`src/rtl/mac_scheduler_if.sv`:
```
// Handshake and sequencing bundle between the MAC scheduler and the equalizer datapath.
// "master" is the scheduler side; "slave" is the sample source / datapath side.
interface mac_scheduler_if #(
  parameter int unsigned TAPS  = 64,
  parameter int unsigned BANDS = 8
);
  localparam int unsigned TapW  = $clog2(TAPS);
  localparam int unsigned BandW = $clog2(BANDS);

  logic             in_valid;
  logic             in_ready;
  logic             shift_en;
  logic [TapW-1:0]  tap_addr;
  logic [BandW-1:0] band_sel;
  logic             clk_enable;
  logic             phase_0;
  logic             phase_last;
  logic             out_strobe;
  logic [BandW-1:0] out_band;
  logic             busy;

  modport master (
    input  in_valid,
    output in_ready, shift_en, tap_addr, band_sel, clk_enable,
           phase_0, phase_last, out_strobe, out_band, busy
  );

  modport slave (
    output in_valid,
    input  in_ready, shift_en, tap_addr, band_sel, clk_enable,
           phase_0, phase_last, out_strobe, out_band, busy
  );
endinterface

```
`src/rtl/mac_scheduler.sv`:
```
// Sequencer for the shared equalizer MAC: accepts a sample, walks every tap of every band,
// then a single drain cycle commits the last band's accumulator.
module mac_scheduler #(
  parameter int unsigned TAPS  = 64,
  parameter int unsigned BANDS = 8
) (
  input logic             clk_i,
  input logic             rst_ni,
  mac_scheduler_if.master sched
);
  localparam int unsigned TapW  = $clog2(TAPS);
  localparam int unsigned BandW = $clog2(BANDS);

  localparam logic [TapW-1:0]  TapLast  = TapW'(TAPS - 1);
  localparam logic [TapW-1:0]  TapOne   = TapW'(1);
  localparam logic [BandW-1:0] BandLast = BandW'(BANDS - 1);
  localparam logic [BandW-1:0] BandOne  = BandW'(1);

  typedef enum logic [1:0] {StIdle, StRun, StDrain} state_e;

  state_e           state_q;
  logic [TapW-1:0]  tap_q;
  logic [BandW-1:0] band_q;
  logic [BandW-1:0] out_band_q;
  logic             clk_en_q;
  logic             phase_0_q;
  logic             phase_last_q;
  logic             strobe_q;
  logic             busy_q;
  logic             commit;

  // Every phase_0 closes the previous band, except the very first tap of band 0.
  assign commit = phase_0_q && !(state_q == StRun && band_q == '0);

  always_ff @(posedge clk_i or negedge rst_ni) begin
    if (!rst_ni) begin
      state_q      <= StIdle;
      tap_q        <= '0;
      band_q       <= '0;
      out_band_q   <= '0;
      clk_en_q     <= 1'b0;
      phase_0_q    <= 1'b0;
      phase_last_q <= 1'b0;
      strobe_q     <= 1'b0;
      busy_q       <= 1'b0;
    end else begin
      strobe_q <= commit;
      // band_q is 0 in DRAIN, so this wraps naturally to BANDS-1 there.
      if (commit) out_band_q <= band_q - BandOne;

      unique case (state_q)
        StIdle: begin
          if (sched.in_valid) begin
            state_q      <= StRun;
            tap_q        <= '0;
            band_q       <= '0;
            clk_en_q     <= 1'b1;
            phase_0_q    <= 1'b1;
            phase_last_q <= (TapLast == '0);
            busy_q       <= 1'b1;
          end
        end
        StRun: begin
          tap_q        <= tap_q + TapOne;
          phase_0_q    <= (tap_q == TapLast);
          phase_last_q <= ((tap_q + TapOne) == TapLast);
          if (tap_q == TapLast) begin
            band_q <= band_q + BandOne;
            if (band_q == BandLast) begin
              state_q  <= StDrain;
              clk_en_q <= 1'b0;
            end
          end
        end
        StDrain: begin
          state_q   <= StIdle;
          phase_0_q <= 1'b0;
          busy_q    <= 1'b0;
        end
        default: state_q <= StIdle;
      endcase
    end
  end

  assign sched.in_ready   = (state_q == StIdle);
  // Gated by reset so a sample held during reset is not reported as shifted in.
  assign sched.shift_en   = sched.in_ready && sched.in_valid && rst_ni;
  assign sched.tap_addr   = tap_q;
  assign sched.band_sel   = band_q;
  assign sched.clk_enable = clk_en_q;
  assign sched.phase_0    = phase_0_q;
  assign sched.phase_last = phase_last_q;
  assign sched.out_strobe = strobe_q;
  assign sched.out_band   = out_band_q;
  assign sched.busy       = busy_q;
endmodule

```
`src/flat_wrapper.sv`:
```
// flat-port wrapper written by rule: the top's interface ports become plain ports
module mac_scheduler_flat 
#(
  parameter int unsigned TAPS  = 64,
  parameter int unsigned BANDS = 8
)
  (clk_i, rst_ni, sched_in_valid, sched_in_ready, sched_shift_en, sched_tap_addr, sched_band_sel, sched_clk_enable, sched_phase_0, sched_phase_last, sched_out_strobe, sched_out_band, sched_busy);
  mac_scheduler_if #(.TAPS(TAPS), .BANDS(BANDS)) sched_i ();
  input logic clk_i;
  input logic rst_ni;
  input wire logic [$bits(sched_i.in_valid)-1:0] sched_in_valid;
  output wire logic [$bits(sched_i.in_ready)-1:0] sched_in_ready;
  output wire logic [$bits(sched_i.shift_en)-1:0] sched_shift_en;
  output wire logic [$bits(sched_i.tap_addr)-1:0] sched_tap_addr;
  output wire logic [$bits(sched_i.band_sel)-1:0] sched_band_sel;
  output wire logic [$bits(sched_i.clk_enable)-1:0] sched_clk_enable;
  output wire logic [$bits(sched_i.phase_0)-1:0] sched_phase_0;
  output wire logic [$bits(sched_i.phase_last)-1:0] sched_phase_last;
  output wire logic [$bits(sched_i.out_strobe)-1:0] sched_out_strobe;
  output wire logic [$bits(sched_i.out_band)-1:0] sched_out_band;
  output wire logic [$bits(sched_i.busy)-1:0] sched_busy;
  assign sched_i.in_valid = sched_in_valid;
  assign sched_in_ready = sched_i.in_ready;
  assign sched_shift_en = sched_i.shift_en;
  assign sched_tap_addr = sched_i.tap_addr;
  assign sched_band_sel = sched_i.band_sel;
  assign sched_clk_enable = sched_i.clk_enable;
  assign sched_phase_0 = sched_i.phase_0;
  assign sched_phase_last = sched_i.phase_last;
  assign sched_out_strobe = sched_i.out_strobe;
  assign sched_out_band = sched_i.out_band;
  assign sched_busy = sched_i.busy;
  mac_scheduler #(.TAPS(TAPS), .BANDS(BANDS)) u_core (.clk_i(clk_i), .rst_ni(rst_ni), .sched(sched_i));
endmodule
```
`config.mk`:
```
export PLATFORM = sky130hd
export DESIGN_NAME = mac_scheduler_flat
export DESIGN_NICKNAME = d
export VERILOG_FILES = /design/src/rtl/mac_scheduler_if.sv /design/src/rtl/mac_scheduler.sv /design/src/flat_wrapper.sv
export SDC_FILE = /design/constraint.sdc
export NUM_CORES = 1
export LEC_CHECK = 0
export ABC_AREA = 1
export BUFFER_PORTS_ARGS = -buffer_cell sky130_fd_sc_hd__clkbuf_2
export CAP_MARGIN = 40
export CORE_ASPECT_RATIO = 1.2
export CORE_UTILIZATION = 45
export DETAILED_ROUTE_END_ITERATION = 8
export GPL_ROUTABILITY_DRIVEN = 0
export PLACE_DENSITY = 0.7
export SETUP_SLACK_MARGIN = 0.02
export SYNTH_ARGS = -nofsm -noshare
export SYNTH_HDL_FRONTEND = slang
export SYNTH_SLANG_ARGS = --single-unit
```
`constraint.sdc`:
```
create_clock -name clk_i -period 1.6 [get_ports clk_i]
set_clock_uncertainty 0.15 [all_clocks]
set_input_delay 0.16 -clock clk_i [delete_from_list [all_inputs] [get_ports clk_i]]
set_output_delay 0.16 -clock clk_i [all_outputs]
set_load 0.005 [all_outputs]
```
==> flow_summary.json, run 1 <==
{
  "run_status": "finished, final reports clean",
  "cts_tree": "yes",
  "start_kind": "register",
  "first_iter_violations": 20,
  "relative_slew_slack": 0.8269,
  "pre_cts_slack_ps": 80.00,
  "clock_path_buffers": 2,
  "final_layout_size_suffix_gt1_frac": 0.3028,
  "dp_hpwl_um": 1434,
  "synth_cell_type_count": 19,
  "grt_pass1_vias": 825,
  "drtPass1Iterations": 4,
  "worst_r2r_startpoint": "u_core.sched.tap_addr[0]$_DFFE_PN0P_",
  "mostFrequentLayoutCell": "sky130_fd_sc_hd__nand2_1",
  "io_pins": 22,
  "post_synthesis_area_per_instance_um2": 8.645,
  "via_count": 813,
  "worst_path_dominant_cell_family": "flip-flops",
  "holdPathEnd": "u_core.sched.tap_addr[0]$_DFFE_PN0P_",
  "timing.final.crit_period_ps": 1492,
  "wl_per_instance_um": 12.19,
  "dieWidth_um": 43.97,
  "chipHeight_um": 52.36,
  "hold_path_class": "primary input to register",
  "fin_tns_setup_ps": 0,
  "clkSlewWorstSetupHoldPaths_ps": 100,
  "buffers_plus_inverters_on_the_worst_setup_path": 3,
  "tritoncts_buffers": 3,
  "floorplan.initialDensity": 0.4967,
  "worstHoldPathCells": 4,
  "grt_antenna_before_repair": 0,
  "post-route-drc-count": 0,
  "synth_cells": 110,
  "nFillCells": 174,
  "fin_ws_ps": 107.8,
  "grt_pass1_wl_um": 3284,
  "worst_ep_arrival_time_ps": 1180,
  "quantity_of_i_o_buffers_inserted_on_ports": 21,
  "nets_final": 152,
  "max_cap_viol_count": 0,
  "detail_route.wirelength_um": 1962,
  "static-leakage-power_nw": 0.6625,
  "path_common_cell": "sky130_fd_sc_hd__inv_2",
  "floorplan.die_area_um2": 2302,
  "rr_worst_depth": 8,
  "critical_path_peak_fanout": 2,
  "asr_flop_ratio_synth": 1.000,
  "num_rows": 17,
  "h-tree-depth": 1,
  "max_stage_delay_ps": 400,
  "vdd_drop_max_v": 0.0008427,
  "synthesis.area_um2": 950.9,
  "std_cell_core_area_um2": 1914,
  "ys_seq_area_frac": 0.5000,
  "area.growth.synth_to_final_pct": 23.68,
  "worst-r2r-setup-slack_ps": 130,
  "power.density_nw_per_um2": 1650,
  "critPathKind": "register to output port",
  "worstHoldStart": "sched_in_valid",
  "final_hold_violating_endpoints": 0,
  "worstSkewPairLatency_ps": 280,
  "grtUsageTotal": 0.1935,
  "pin_count_of_the_biggest_net_entering_global_routing": 20,
  "setup.worst_path.end_class": "output port",
  "cell_with_the_largest_stage_delay_on_the_worst_path": "sky130_fd_sc_hd__dfrtp_1",
  "layout_worst_path_cycle_share": 0.9326,
  "setup_viol_count_final": 0,
  "synth.yosys.warnings": 0,
  "n_antenna_cell": 0,
  "tightest_slew_ps": 259.4,
  "detail_route.vias_per_cell": 5.050,
  "rsz0062_at_grt": "no",
  "mappedNetlistNets": 119,
  "worstPathCellList": "inv_2 > nand2_1 > nor2_2 > inv_2 > nor2_1 > clkbuf_2",
  "synthFlopType": "sky130_fd_sc_hd__dfrtp_1",
  "cts_root_buffer": "sky130_fd_sc_hd__clkbuf_4",
  "count_of_flip_flops_with_a_built_in_enable_after_synthesis": 0,
  "regToRegEndpoint": "u_core.sched.clk_enable$_DFFE_PN0P_",
  "ant_nets": 0,
  "clkSinkCount": 19,
  "max_freq_mhz": 670.2,
  "mostFrequentLayoutCells": "sky130_fd_sc_hd__nand2_1 (26), sky130_fd_sc_hd__clkbuf_2 (21), sky130_fd_sc_hd__dfrtp_1 (19)",
  "max_slew_vio_count": 0,
  "synth_seq_cells": 19,
  "grt.overflow.total": 0,
  "cp.required_ps": 1290
}
==> worst register-to-register path, stage by stage, from the launching register on <==
cell                       delay, ps
sky130_fd_sc_hd__dfrtp_1         430
sky130_fd_sc_hd__ha_4            170
sky130_fd_sc_hd__nand2_1          50
sky130_fd_sc_hd__clkinv_1         80
sky130_fd_sc_hd__nand4_2         120
sky130_fd_sc_hd__nor2_4          190
sky130_fd_sc_hd__nand2_2          70
sky130_fd_sc_hd__nand2_1          60
sky130_fd_sc_hd__nand2_1          50
==> state kept, by name (all words and copies together) (netlist names) <==
signal                   cells
u_core.sched.tap_addr        6
u_core.sched.band_sel        3
u_core.sched.out_band        3
u_core.state_q               2
u_core.sched.busy            1
u_core.sched.clk_enable      1
u_core.sched.out_strobe      1
u_core.sched.phase_0         1
u_core.sched.phase_last      1
==> timing repair <==
action                                  4_1_cts  5_1_grt
hold endpoints to repair                     19        0
hold buffers                                  1        0
resized for setup                             1        4
pin swaps                                     0        2
endpoints found under the setup margin        1        7
gates cloned                                  0        0
buffers inserted                              3        1
==> synthesized netlist by cell type, types with 2 or more instances <==
library cell               count  area [um^2]
sky130_fd_sc_hd__nor2_1        8        30.03
sky130_fd_sc_hd__ha_1          6        75.07
sky130_fd_sc_hd__o21ai_0       9        45.04
sky130_fd_sc_hd__nand4_1       2        12.51
sky130_fd_sc_hd__nand2_1      26        97.59
sky130_fd_sc_hd__dfrtp_1      19        475.5
sky130_fd_sc_hd__clkinv_1      2        7.510
sky130_fd_sc_hd__inv_2         2        7.510
sky130_fd_sc_hd__nand3_1       8        40.04
sky130_fd_sc_hd__nand2_2       3        18.77
sky130_fd_sc_hd__nor2_4        2        22.52
sky130_fd_sc_hd__o22ai_1       2        12.51
sky130_fd_sc_hd__inv_1        15        56.30
==> power breakdown <==
group	internal, mW	switching, mW
registers	0.657	0.203
logic	0.398	0.450
clock network	0.0967	0.136
==> how the worst max path moves through the flow <==
stage | startpoint | end | cells after the start
floorplan | u_core.sched.tap_addr[1]$_DFFE_PN0P_ | u_core.sched.phase_0$_DFFE_PN0P_ | 7
global placement | u_core.sched.tap_addr[0]$_DFFE_PN0P_ | u_core.sched.phase_0$_DFFE_PN0P_ | 7
detailed placement | u_core.sched.tap_addr[0]$_DFFE_PN0P_ | u_core.sched.phase_0$_DFFE_PN0P_ | 7
CTS | u_core.sched.tap_addr[0]$_DFFE_PN0P_ | u_core.sched.phase_0$_DFFE_PN0P_ | 7
global route | u_core.sched.tap_addr[0]$_DFFE_PN0P_ | u_core.sched.clk_enable$_DFFE_PN0P_ | 8
finish | u_core.state_q[0]$_DFFE_PN0P_ | sched_shift_en | 6
==> layout make-up <==
| cell class | instances | area, um^2 | share of cell area |
|---|---|---|---|
| flip-flops and latches | 19 | 475.5 | 0.4043 |
| multi-input cells | 72 | 419.2 | 0.3564 |
| repair buffers | 28 | 160.2 | 0.1362 |
| inverters | 19 | 71.32 | 0.06064 |
| clock buffers | 4 | 26.28 | 0.02234 |
| well taps | 19 | 23.77 | 0.02021 |
==> per-stage QoR <==
| step | util | power [mW] | cells | hold slack, ps | instance area [um^2] |
|---|---|---|---|---|---|
| detailed placement | 0.5719 | 1.666 | 152 | 8.627 | 1095 |
| floorplan | - | 1.327 | 110 | -285.6 | 950.9 |
| finish | 0.6144 | 1.940 | 161 | 168.2 | 1176 |
| global placement | 0.5719 | 1.640 | 152 | 9.259 | 1095 |
| global route | 0.6144 | 2.134 | 161 | 194.5 | 1176 |
| CTS | 0.6026 | 1.909 | 160 | 165.6 | 1154 |
==> cells by family after synthesis <==
logic type,Yosys count,share of synthesized area
xor gates and xnor gates,1,0.009212
AOI/OAI and AO/OA,14,0.08421
and+or+nand+nor,51,0.2526
buffers and inverters,19,0.07500
adders and majority gates,6,0.07895
DFF,19,0.5000
==> layer usage <==
layer,GRT usage,vias up,wire length (um)
li1,-,417,-
met1,0.2374,372,904
met2,0.3184,20,967
met3,0.02069,4,55
met4,0.1263,0,34
met5,0,-,0
No activity file was read; power rests on OpenSTA's default activity.
==> inputs of run 2 (changes only) <==
--- a/config.mk
+++ b/config.mk
@@ -8,11 +8,13 @@
 export ABC_AREA = 1
 export BUFFER_PORTS_ARGS = -buffer_cell sky130_fd_sc_hd__clkbuf_2
 export CAP_MARGIN = 40
+export CELL_PAD_IN_SITES_DETAIL_PLACEMENT = 0
+export CELL_PAD_IN_SITES_GLOBAL_PLACEMENT = 1
 export CORE_ASPECT_RATIO = 1.2
-export CORE_UTILIZATION = 45
+export CORE_UTILIZATION = 38
 export DETAILED_ROUTE_END_ITERATION = 8
 export GPL_ROUTABILITY_DRIVEN = 0
-export PLACE_DENSITY = 0.7
+export PLACE_DENSITY = 0.77
 export SETUP_SLACK_MARGIN = 0.02
 export SYNTH_ARGS = -nofsm -noshare
 export SYNTH_HDL_FRONTEND = slang
==> run 2 against run 1 <==
Net effect:
- fmax about the same
- critical path depth unchanged
- sequential cell count unchanged
- clock power increased by 5%
- wire length decreased by 0.31%
- total power decreased by 0.61%
- final cell count increased by 8.1%
- sequential power decreased by 2%
- hold slack got worse by 12 ps
- worst setup slack about the same
- final area increased by 1.8%
- largest cell class unchanged
- largest power group unchanged
==> flow_summary.json, run 2 (synthesis results as in run 1) <==
{
  "run_status": "finished, final reports clean",
  "power_frac_clock": 0.127,
  "max_stage_delay_ps": 410,
  "clkSinkCount": 19,
  "holdPathEnd": "u_core.sched.busy$_DFFE_PN0P_",
  "stdcell_count": 174,
  "hold_path_class": "primary input to register",
  "wl_per_instance_um": 11.24,
  "cts_root_buffer": "sky130_fd_sc_hd__clkbuf_4",
  "floorplan.die_area_um2": 2707,
  "max_slew_vio_count": 0,
  "n_antenna_cell": 0,
  "power_switching_share": 0.4074,
  "rsz0062_at_grt": "yes",
  "power.combinational.fraction": 0.435,
  "post-route-drc-count": 0,
  "setup_viol_count_final": 0,
  "critPathKind": "register to output port",
  "setup.worst_path.end_class": "output port",
  "grt_pass1_wl_um": 3332,
  "final_hold_violating_endpoints": 0,
  "mostFrequentLayoutCells": "sky130_fd_sc_hd__nand2_1 (25), sky130_fd_sc_hd__clkbuf_2 (21), sky130_fd_sc_hd__dfrtp_1 (19)",
  "clock_path_buffers": 2,
  "pin_count_of_the_biggest_net_entering_global_routing": 20,
  "grt.overflow.total": 0,
  "detail_route.wirelength_um": 1956,
  "chipHeight_um": 56.80,
  "h-tree-depth": 1,
  "layout_worst_path_cycle_share": 0.9328,
  "sequential_power_share": 0.438,
  "timing.final.crit_period_ps": 1493,
  "worstPathCellList": "inv_2 > nand2_2 > nor2_2 > inv_2 > nor2_2 > clkbuf_2",
  "grt_pass1_vias": 783,
  "max_freq_mhz": 670.0,
  "worst_path_dominant_cell_family": "flip-flops",
  "num_rows": 19,
  "worstHoldStart": "sched_in_valid",
  "regToRegEndpoint": "u_core.sched.clk_enable$_DFFE_PN0P_",
  "worst_r2r_startpoint": "u_core.state_q[1]$_DFFE_PN0P_",
  "worstSkewPairLatency_ps": 300,
  "via_count": 819,
  "static-leakage-power_nw": 0.6643,
  "tritoncts_buffers": 3,
  "detail_route.vias_per_cell": 4.707,
  "power.density_nw_per_um2": 1610,
  "net_switching_power_mw": 0.7855,
  "area.growth.synth_to_final_pct": 25.92,
  "std_cell_core_area_um2": 2330,
  "start_kind": "register",
  "worstHoldPathCells": 6,
  "quantity_of_i_o_buffers_inserted_on_ports": 21,
  "vdd_drop_max_v": 0.001009,
  "first_iter_violations": 9,
  "final_layout_size_suffix_gt1_frac": 0.3357,
  "ant_nets": 0,
  "largest_register_ff_count": 6,
  "io_pins": 22,
  "critPathLaunch": "u_core.state_q[0]$_DFFE_PN0P_",
  "clkSlewWorstSetupHoldPaths_ps": 110,
  "cts_tree": "yes",
  "cell_with_the_largest_stage_delay_on_the_worst_path": "sky130_fd_sc_hd__dfrtp_1",
  "cp.required_ps": 1290,
  "worst-r2r-setup-slack_ps": 150,
  "dpl.cell_count": 165,
  "grtUsageTotal": 0.1756,
  "grt_antenna_before_repair": 0,
  "power.internal_mw": 1.143,
  "rr_worst_depth": 7,
  "mostFrequentLayoutCell": "sky130_fd_sc_hd__nand2_1",
  "dp_hpwl_um": 1498,
  "tightest_slew_ps": 255.0,
  "relative_slew_slack": 0.8298,
  "floorplan.initialDensity": 0.4082,
  "worst_ep_arrival_time_ps": 1180,
  "drtPass1Iterations": 4,
  "max_cap_viol_count": 0,
  "buffers_plus_inverters_on_the_worst_setup_path": 3,
  "nets_final": 153,
  "dieWidth_um": 47.67,
  "fin_tns_setup_ps": 0,
  "critical_path_peak_fanout": 2
}
run 2: changes by cell type in the layout (fill, tap and decap cells not counted), sizes merged:
cell / before / now
clkbuf: 25 / 24
inv: 18 / 17
clkinv: 1 / 3
buf: 6 / 7
run 2: worst reg2reg max path: stages (launching register included):
cell and delay, ps:
sky130_fd_sc_hd__dfrtp_1 410, sky130_fd_sc_hd__buf_4 150, sky130_fd_sc_hd__nor2_4 210, sky130_fd_sc_hd__inv_2 110, sky130_fd_sc_hd__nor2_4 160, sky130_fd_sc_hd__nand2_2 70
sky130_fd_sc_hd__nand2_1 50, sky130_fd_sc_hd__nand2_1 40
run 2: area by class of cell:
type / instances / area, um^2
fillers: 263 / 1132
flip-flops and latches: 19 / 475.5
multi-input cells: 72 / 416.7
repair buffers: 29 / 167.7
inverters: 19 / 71.32
well taps: 31 / 38.79
clock buffers: 3 / 22.52
clock inverters: 1 / 5.005
run 2: stage by stage:
step	util	hold WS (ps)	setup WS [ps]	area (um^2)	power, mW
3_5_place_dp	0.4796	5.258	146.7	1117	1.688
6_report	0.5140	156.4	107.5	1197	1.928
5_1_grt	0.5140	155.8	5.129	1197	2.149
2_1_floorplan	-	-285.6	173.2	950.9	1.327
4_1_cts	0.5054	144.5	52.50	1177	1.941
3_3_place_gp	0.4796	9.417	179.1	1117	1.674
run 2: how the worst max path moves through the flow:
stage,to,slack (ps),cells after the start
2_1_floorplan,u_core.sched.phase_0$_DFFE_PN0P_,170,7
3_3_place_gp,u_core.sched.band_sel[0]$_DFFE_PN0P_,180,8
3_5_place_dp,u_core.sched.phase_0$_DFFE_PN0P_,150,7
4_1_cts,sched_shift_en,50,6
5_1_grt,sched_shift_en,5,6
6_report,sched_shift_en,110,6
run 2: repair_timing:
item                                    in CTS  in global routing
cloned                                       0                  0
gates resized for setup                      1                  6
hold buffers                                 1                  0
endpoints found under the setup margin       1                  2
pin swaps                                    0                  1
buffers inserted                             3                  1
hold endpoints to repair                    19                  0
run 2: power by group through the flow:
| stage | Combinational (mW) | Sequential, mW | Clock, mW |
|---|---|---|---|
| detailed placement | 0.828 | 0.860 | 0 |
| global placement | 0.825 | 0.849 | 0 |
| floorplan | 0.471 | 0.855 | 0 |
| global route | 0.987 | 0.874 | 0.287 |
| finish | 0.839 | 0.845 | 0.245 |
| CTS | 0.839 | 0.847 | 0.255 |
run 2: metal layers:
layer,part of all wire,GRT usage,up-vias,routed length [um]
met5,0,0,-,0
met2,0.52,0.3033,13,1008
met1,0.44,0.1975,385,857
met3,0.032,0.02894,4,62
met4,0.014,0.08333,0,27
li1,-,-,417,-
